==> config.mk <==
export PLATFORM = sky130hd
export DESIGN_NAME = phase_controller
export DESIGN_NICKNAME = d
export VERILOG_FILES = /design/src/rtl/phase_controller_pkg.sv /design/src/rtl/instr_classifier.sv /design/src/rtl/phase_controller.sv
export SDC_FILE = /design/constraint.sdc
export NUM_CORES = 1
export LEC_CHECK = 0
export CORE_AREA = 2 2 39 41
export CTS_CLUSTER_SIZE = 20
export DETAILED_ROUTE_END_ITERATION = 8
export DIE_AREA = 0 0 41 43
export PLACE_DENSITY_LB_ADDON = 0.15
export SKIP_LAST_GASP = 1
export SLEW_MARGIN = 20
export SYNTH_ARGS = -nofsm -noshare
export SYNTH_HDL_FRONTEND = slang
export SYNTH_SLANG_ARGS = --single-unit
==> constraint.sdc <==
create_clock -name clk -period 1.8 [get_ports clk]
set_clock_uncertainty 0.15 [all_clocks]
set_input_delay 0.45 -clock clk [delete_from_list [all_inputs] [get_ports clk]]
set_output_delay 0.45 -clock clk [all_outputs]
set_load 0.01 [all_outputs]
==> src/rtl/phase_controller_pkg.sv <==
// Shared definitions for the five-phase instruction sequencer: state encoding,
// instruction field codes and the classifier result bundle.
package phase_controller_pkg;

    typedef enum logic [2:0] {
        ST_IDLE = 3'd0,
        ST_P1   = 3'd1,
        ST_P2   = 3'd2,
        ST_P3   = 3'd3,
        ST_P4   = 3'd4,
        ST_P5   = 3'd5,
        ST_HALT = 3'd6
    } state_e;

    localparam logic [1:0] OP1_LD  = 2'b00;
    localparam logic [1:0] OP1_ST  = 2'b01;
    localparam logic [1:0] OP1_BR  = 2'b10;
    localparam logic [1:0] OP1_ALU = 2'b11;

    localparam logic [2:0] OP2_LI  = 3'b000;

    localparam logic [3:0] OP3_CMP = 4'b0101;
    localparam logic [3:0] OP3_OUT = 4'b1101;
    localparam logic [3:0] OP3_RSV = 4'b1110;
    localparam logic [3:0] OP3_HLT = 4'b1111;

    typedef struct packed {
        logic is_ld;
        logic is_st;
        logic is_out;
        logic is_hlt;
        logic writes_rf;
    } instr_class_t;

    // One-hot phase indicator, bit0 = P1; zero outside the busy states.
    function automatic logic [4:0] phase_onehot(input state_e s);
        logic [4:0] p;
        p = 5'b00000;
        case (s)
            ST_P1:   p = 5'b00001;
            ST_P2:   p = 5'b00010;
            ST_P3:   p = 5'b00100;
            ST_P4:   p = 5'b01000;
            ST_P5:   p = 5'b10000;
            default: p = 5'b00000;
        endcase
        return p;
    endfunction

endpackage

==> src/rtl/instr_classifier.sv <==
// Purely combinational decode of the instruction fields into the handful of
// properties the sequencer needs.
module instr_classifier
    import phase_controller_pkg::*;
(
    input  logic [1:0] op1,
    input  logic [2:0] op2,
    input  logic [3:0] op3,
    output logic       is_ld,
    output logic       is_st,
    output logic       is_out,
    output logic       is_hlt,
    output logic       writes_rf
);

    logic is_alu;
    logic alu_no_wb;

    assign is_alu = (op1 == OP1_ALU);
    assign is_ld  = (op1 == OP1_LD);
    assign is_st  = (op1 == OP1_ST);
    assign is_out = is_alu && (op3 == OP3_OUT);
    assign is_hlt = is_alu && (op3 == OP3_HLT);

    // Compare only sets flags, OUT/HLT have no result, the reserved code is a no-op.
    assign alu_no_wb = (op3 == OP3_CMP) || (op3 == OP3_OUT) ||
                       (op3 == OP3_RSV) || (op3 == OP3_HLT);

    assign writes_rf = is_ld ||
                       (is_alu && !alu_no_wb) ||
                       ((op1 == OP1_BR) && (op2 == OP2_LI));

endmodule

==> src/rtl/phase_controller.sv <==
// Five-phase instruction sequencer (fetch, decode, execute, memory/IO, writeback)
// with IDLE/HALT states, memory and output-device handshakes, and single-step.
module phase_controller
    import phase_controller_pkg::*;
(
    input  logic       clk,
    input  logic       rst,
    input  logic       start,
    input  logic       step,
    input  logic [1:0] op1,
    input  logic [2:0] op2,
    input  logic [3:0] op3,
    input  logic       mem_ack,
    input  logic       out_ready,
    output logic [4:0] phase,
    output logic       ir_we,
    output logic       pc_we,
    output logic       rf_we,
    output logic       mem_req,
    output logic       mem_we,
    output logic       out_valid,
    output logic       busy,
    output logic       halted
);

    state_e       state_q;
    instr_class_t cls;
    logic         p4_mem;

    instr_classifier u_classifier (
        .op1       (op1),
        .op2       (op2),
        .op3       (op3),
        .is_ld     (cls.is_ld),
        .is_st     (cls.is_st),
        .is_out    (cls.is_out),
        .is_hlt    (cls.is_hlt),
        .writes_rf (cls.writes_rf)
    );

    assign p4_mem = cls.is_ld || cls.is_st;

    always_ff @(posedge clk) begin
        if (rst) begin
            state_q <= ST_IDLE;
        end else begin
            case (state_q)
                ST_IDLE: if (start) state_q <= ST_P1;
                ST_P1:   if (mem_ack) state_q <= ST_P2;
                ST_P2:   state_q <= ST_P3;
                ST_P3:   state_q <= cls.is_hlt ? ST_HALT : ST_P4;
                ST_P4: begin
                    // Only the handshake that belongs to this instruction can release P4.
                    if (p4_mem) begin
                        if (mem_ack) state_q <= ST_P5;
                    end else if (cls.is_out) begin
                        if (out_ready) state_q <= ST_P5;
                    end else begin
                        state_q <= ST_P5;
                    end
                end
                ST_P5:   state_q <= step ? ST_IDLE : ST_P1;
                ST_HALT: if (start) state_q <= ST_P1;
                default: state_q <= ST_IDLE;
            endcase
        end
    end

    // Outputs decode straight from state and op fields; reset forces them all low.
    always_comb begin
        phase     = 5'b00000;
        ir_we     = 1'b0;
        pc_we     = 1'b0;
        rf_we     = 1'b0;
        mem_req   = 1'b0;
        mem_we    = 1'b0;
        out_valid = 1'b0;
        busy      = 1'b0;
        halted    = 1'b0;
        if (!rst) begin
            phase = phase_onehot(state_q);
            case (state_q)
                ST_P1: begin
                    busy    = 1'b1;
                    mem_req = 1'b1;
                    ir_we   = mem_ack;
                end
                ST_P2, ST_P3: begin
                    busy = 1'b1;
                end
                ST_P4: begin
                    busy      = 1'b1;
                    mem_req   = p4_mem;
                    mem_we    = cls.is_st;
                    out_valid = cls.is_out;
                end
                ST_P5: begin
                    busy  = 1'b1;
                    pc_we = 1'b1;
                    rf_we = cls.writes_rf;
                end
                ST_HALT: begin
                    halted = 1'b1;
                end
                default: begin
                    busy = 1'b0;
                end
            endcase
        end
    end

endmodule

# Word level (Yosys, flattened, before mapping)
# Index checks and enable logic that the tools add are counted.
# Widths: inputs -> output; s select.
[op_classes]
n_eq_ne = 17
mux = 27
n_reduce_logical = 17
[op_table]
columns = ["cell", "n"]
rows = [
  ["$pmux 5 s5", 1],
  ["$mux 3", 6],
  ["$pmux 3 s6", 1],
  ["$mux 1", 16],
  ["$eq 4x4->1 const B", 3],
  ["$eq 3x3->1 const B", 3],
  ["$eq 3x2->1 const B", 2],
  ["$logic_not 3->1", 2],
  ["$logic_or 1x1->1", 6],
  ["$mux 5", 1],
  ["$reduce_or 5->1", 1],
  ["$eq 2x2->1 const B", 2],
  ["$eq 4x3->1 const B", 1],
  ["$logic_and 1x1->1", 4],
  ["$ne 4x4->1 const B", 1],
  ["$reduce_and 4->1", 1],
  ["$eq 3x1->1 const B", 1],
  ["$ne 3x3->1 const B", 1],
  ["$eq 2x1->1 const B", 1],
  ["$logic_not 2->1", 1],
  ["$mux 2", 1],
  ["$ne 2x1->1 const B", 1],
  ["$ne 2x2->1 const B", 1],
  ["$pmux 1 s2", 1],
  ["other kinds (2)", 2],
]
[word_totals]
in_bits = 15
out_inout_bits = 13
elab_cells = 62
ff_bits = 3

# Longest topological paths before layout
[logic_depth]
word_depth = 10
ltp_mapped = 5
depth_no_buf = 4

# Hierarchy
# From an unflattened synthesis, not the netlist that was laid out.
[hier_totals]
cells_unflattened = 58
hier_area_um2 = 419.2
[modules_own_cells]
columns = ["mod", "cells_each", "area_per_inst_um2", "seq_area_each_um2", "instances"]
rows = [
  ["phase_controller", 47, 332.8, 60.1, 1],
  ["instr_classifier", 11, 86.3, 0.0, 1],
]

# Worst setup path before layout
# Ideal clock, no wire load.
[synth_timing]
kind = "input to output"
start = "input port rst"
end = "output port ir_we"
t_required_ns = 1.200
path_stages = 4
n_path_buf = 1
path_slack_ns = -0.117
arrival_time_ns = 1.317
path_cell_list = "buf_4 nand2b_1 nor3_1 and2_1"
[synth_between]
elab_chain_len = 1
[synth_rtl]
columns = ["item", "line", "rtl"]
rows = [
  ["from (decl)", "phase_controller.sv:7", "input logic rst,"],
  ["$mux 1", "phase_controller.sv:80", "if (!rst) begin"],
  ["to (decl)", "phase_controller.sv:16", "output logic ir_we,"],
]
# No other way between the ends.

# Worst setup path after layout
[layout_timing]
start = "register state_q[2]"
end = "output port mem_req"
[layout_between]
elab_chain_len = 3
elab_cells_between_ends = 4
classes_between = "eq/ne (2); mux (2)"
[layout_rtl]
columns = ["item", "line", "rtl"]
rows = [
  ["from (decl)", "phase_controller.sv:26", "state_e state_q;"],
  ["from (signal assigned)", "phase_controller.sv:51", "ST_P3: state_q <= cls.is_hlt ? ST_HALT : ST_P4;"],
  ["from (signal assigned)", "phase_controller.sv:62", "ST_P5: state_q <= step ? ST_IDLE : ST_P1;"],
  ["$eq 3x3->1 / $eq 3x1->1 (equally long branches)", "phase_controller.sv:82", "case (state_q)"],
  ["$pmux 1 s2 *", "phase_controller.sv:82", ""],
  ["$mux 1 *", "phase_controller.sv:80", ""],
  ["to (decl)", "phase_controller.sv:19", "output logic mem_req,"],
]
# Every way passes the cells marked *; elsewhere a longest branch is shown, timed or not.

==> results by group <==
Yosys
  – Netlist cell types: 30
  – Area share of the largest cell type after synthesis: 14.6%
  – Syn Nets: 73
  – Synth area leader: dfxtp_1
  – Yosys reg bits: 3
  – Main synth FF type: dfxtp_1
  – Synthesized area: 412 um^2
  – Average size of a mapped cell: 7.22 um^2
  – Synth warn: 0
  – Post-Syn Instances: 57
  – Ranking of synthesized cells by area: dfxtp_1 15%, nor3_1 8.5%, a21oi_1 7.3%
  – Number of flops mapped to enable cells by yosys: 0
  – Async S/R FF share, synth: 0%
  – Sequential area share after synthesis: 14.6%

Setup path
  – CP Max Fanout: 3
  – WP data arrival: 1.32 ns
  – CP Launch Type: flip-flop
  – Crit path kind: reg -> out
  – Launch point of the worst path: state_q[2]$_SDFFE_PP0P_
  – R2R Path Start: state_q[1]$_SDFFE_PP0P_
  – Worst Setup End Kind: output port
  – Worst path required time: 1.20 ns

Detailed routing
  – WL per Instance: 11.8 um
  – Number of routed nets with antenna violations: 0
  – Met2 wire len: 832 um
  – Top routing layer used: met3
  – Via Count: 644
  – Drt via density: 5.03
  – Initial DRC Count: 10
  – DRC violations left: 0
  – DR pass1 iterations: 4
  – Met3 wire len: 118 um
  – M1 wire length: 556 um
  – WL final: 1510 um

Finish
  – Largest Register: state_q
  – Final std cells w/o fill: 128
  – Max reg flops: 3
  – Biggest regs: state_q x3
  – Area growth from synthesis to layout: 131%
  – ANT cells: 0
  – Share of layout cells above drive strength 1: 65.2%
  – Nets@finish: 129

Placed design
  – RePlAce Congestion: 0.767
  – Number of port buffers: 27
  – Post-Place Worst Slack: -0.862 ns
  – Dpl cells: 117
  – DP HPWL: 1050 um

Floorplan
  – Die X: 41 um
  – IO Pins: 28
  – Rows: 14
  – Die Y: 43 um
  – Starting Density: 29.7%
  – Die area: 1760 um^2
  – Core Box Area: 1380 um^2

Timing
  – Unrepaired setup endpoints after global routing: yes
  – Max Slew Vio Count: 0
  – PnR worst setup slack: -0.115 ns
  – Final setup fails: 7
  – Worst-margin pin slew: 0.336 ns
  – Post-layout min period: 1.92 ns
  – Hold Vio Cnt, Final: 0
  – Fmax: 522 MHz
  – Rel. slew slack: 77.3%
  – Final worst-path cycle share: 106%

Global routing
  – GRT overflow: 0
  – Number of antenna violations at the first check in global routing: 0
  – First-pass GRT wire length: 2210 um
  – Largest net degree at the start of global routing: 7
  – Gr usage total: 18.3%
  – Vias in the first global route: 555

Clock network
  – Root buffer cell: clkbuf_4
  – Worst-Skew Late Latency: 0.23 ns
  – Post-CTS Hold Fix Bufs: 0
  – CTS max path bufs: 2
  – CTS buffer count: 3
  – CTS tree: built
  – # H-tree levels: 1
  – Clock transition at path regs: 0.04 ns
  – TritonCTS sink count: 3

Hold path
  – Hold Path Class: in -> reg
  – Worst hold start: rst

Outcome
  – Status: finished, violations left
  – Failing checks: setup timing

Pwr
  – PwrDens: 399 nW/um^2
  – Leakage: 0.000433 uW
  – Max IR drop VDD: 0.375 mV

Flow run
  – Maximum Capacitance Violations: 0
[path summary, 6_finish.rpt]
check,to,slack [ns],cells after the start
setup / recovery,mem_req,-0.12,5
setup reg to reg,state_q[0]$_SDFFE_PP0P_,0.06,6
hold reg to reg,state_q[0]$_SDFFE_PP0P_,0.49,3
hold / removal,state_q[2]$_SDFFE_PP0P_,0.41,3
[synthesized netlist by cell type, drive strengths merged, types with 2 or more instances]
cell type  instances
nor2               4
o21ai              2
and2               2
a31oi              3
inv                3
buf                4
and3b              2
nand2b             2
nand2              2
nand3              3
dfxtp              3
nor3               8
a21oi              6
[kinds of logic after synthesis]
family	synth area share, %
AO/OA/AOI/OAI	21.0
adder cells (fa/ha/maj)	3.04
buffers and inverters	10.9
flip-flops	14.6
multiplexers	2.43
AND/OR/NAND/NOR	48.0
[layout make-up]
| cell class | count | area, um^2 |
|---|---|---|
| fill | 137 | 433 |
| timing repair buffer | 55 | 420 |
| multi-input combinational | 47 | 404 |
| sequential | 3 | 68.8 |
| clock buffer | 4 | 26.3 |
| tap | 16 | 20.0 |
| inverter | 3 | 11.3 |
[power by group]
group	switching, uW	leakage, uW	internal [uW]
clock	32.0	0.0000150	82.9
combinational	82.4	0.000392	106
sequential	4.74	0.0000264	71.8
total	119	0.000433	260
[through the flow]
step                total power (uW)  instance area (um^2)  TNS, ns  util (%)  hold WS, ns
floorplan                        147                   433  -0.0213         -        0.470
global placement                 237                   847    -9.47      61.2        0.526
detailed placement               238                   847    -9.37      61.2        0.530
CTS                              369                   883   -0.408      63.8        0.388
global route                     403                   951   -0.981      68.7        0.438
finish                           379                   951   -0.406      68.7        0.412
[worst max-delay path: stages, from the launching register on]
cell and delay, ns:
dfxtp_4 0.34, or2b_1 0.28, nor2_2 0.13, a21oi_2 0.04, nor3_1 0.15, buf_2 0.15
[repair_timing]
action / in CTS / in global routing
endpoints found under the setup margin: 14 / 11
cloned: 0 / 0
buffers inserted: 5 / 3
pin swaps: 14 / 12
resized for setup: 88 / 15
[per-layer routing]
metal / track usage (%) / vias to the layer above
met5: 0 / -
met4: 8.00 / 0
met3: 4.19 / 0
met2: 31.9 / 20
met1: 19.4 / 300
li1: - / 324
[layout by cell type (no fill, tap or decap), types with 3 or more instances in the layout]
cell type,instances
a31oi_1,3
nor3_2,4
nand3_1,3
clkdlybuf4s50_1,3
dlygate4sd2_1,5
a21oi_1,5
buf_2,15
buf_6,6
clkbuf_4,3
buf_4,23
No activity file was read; power rests on OpenSTA's default activity.
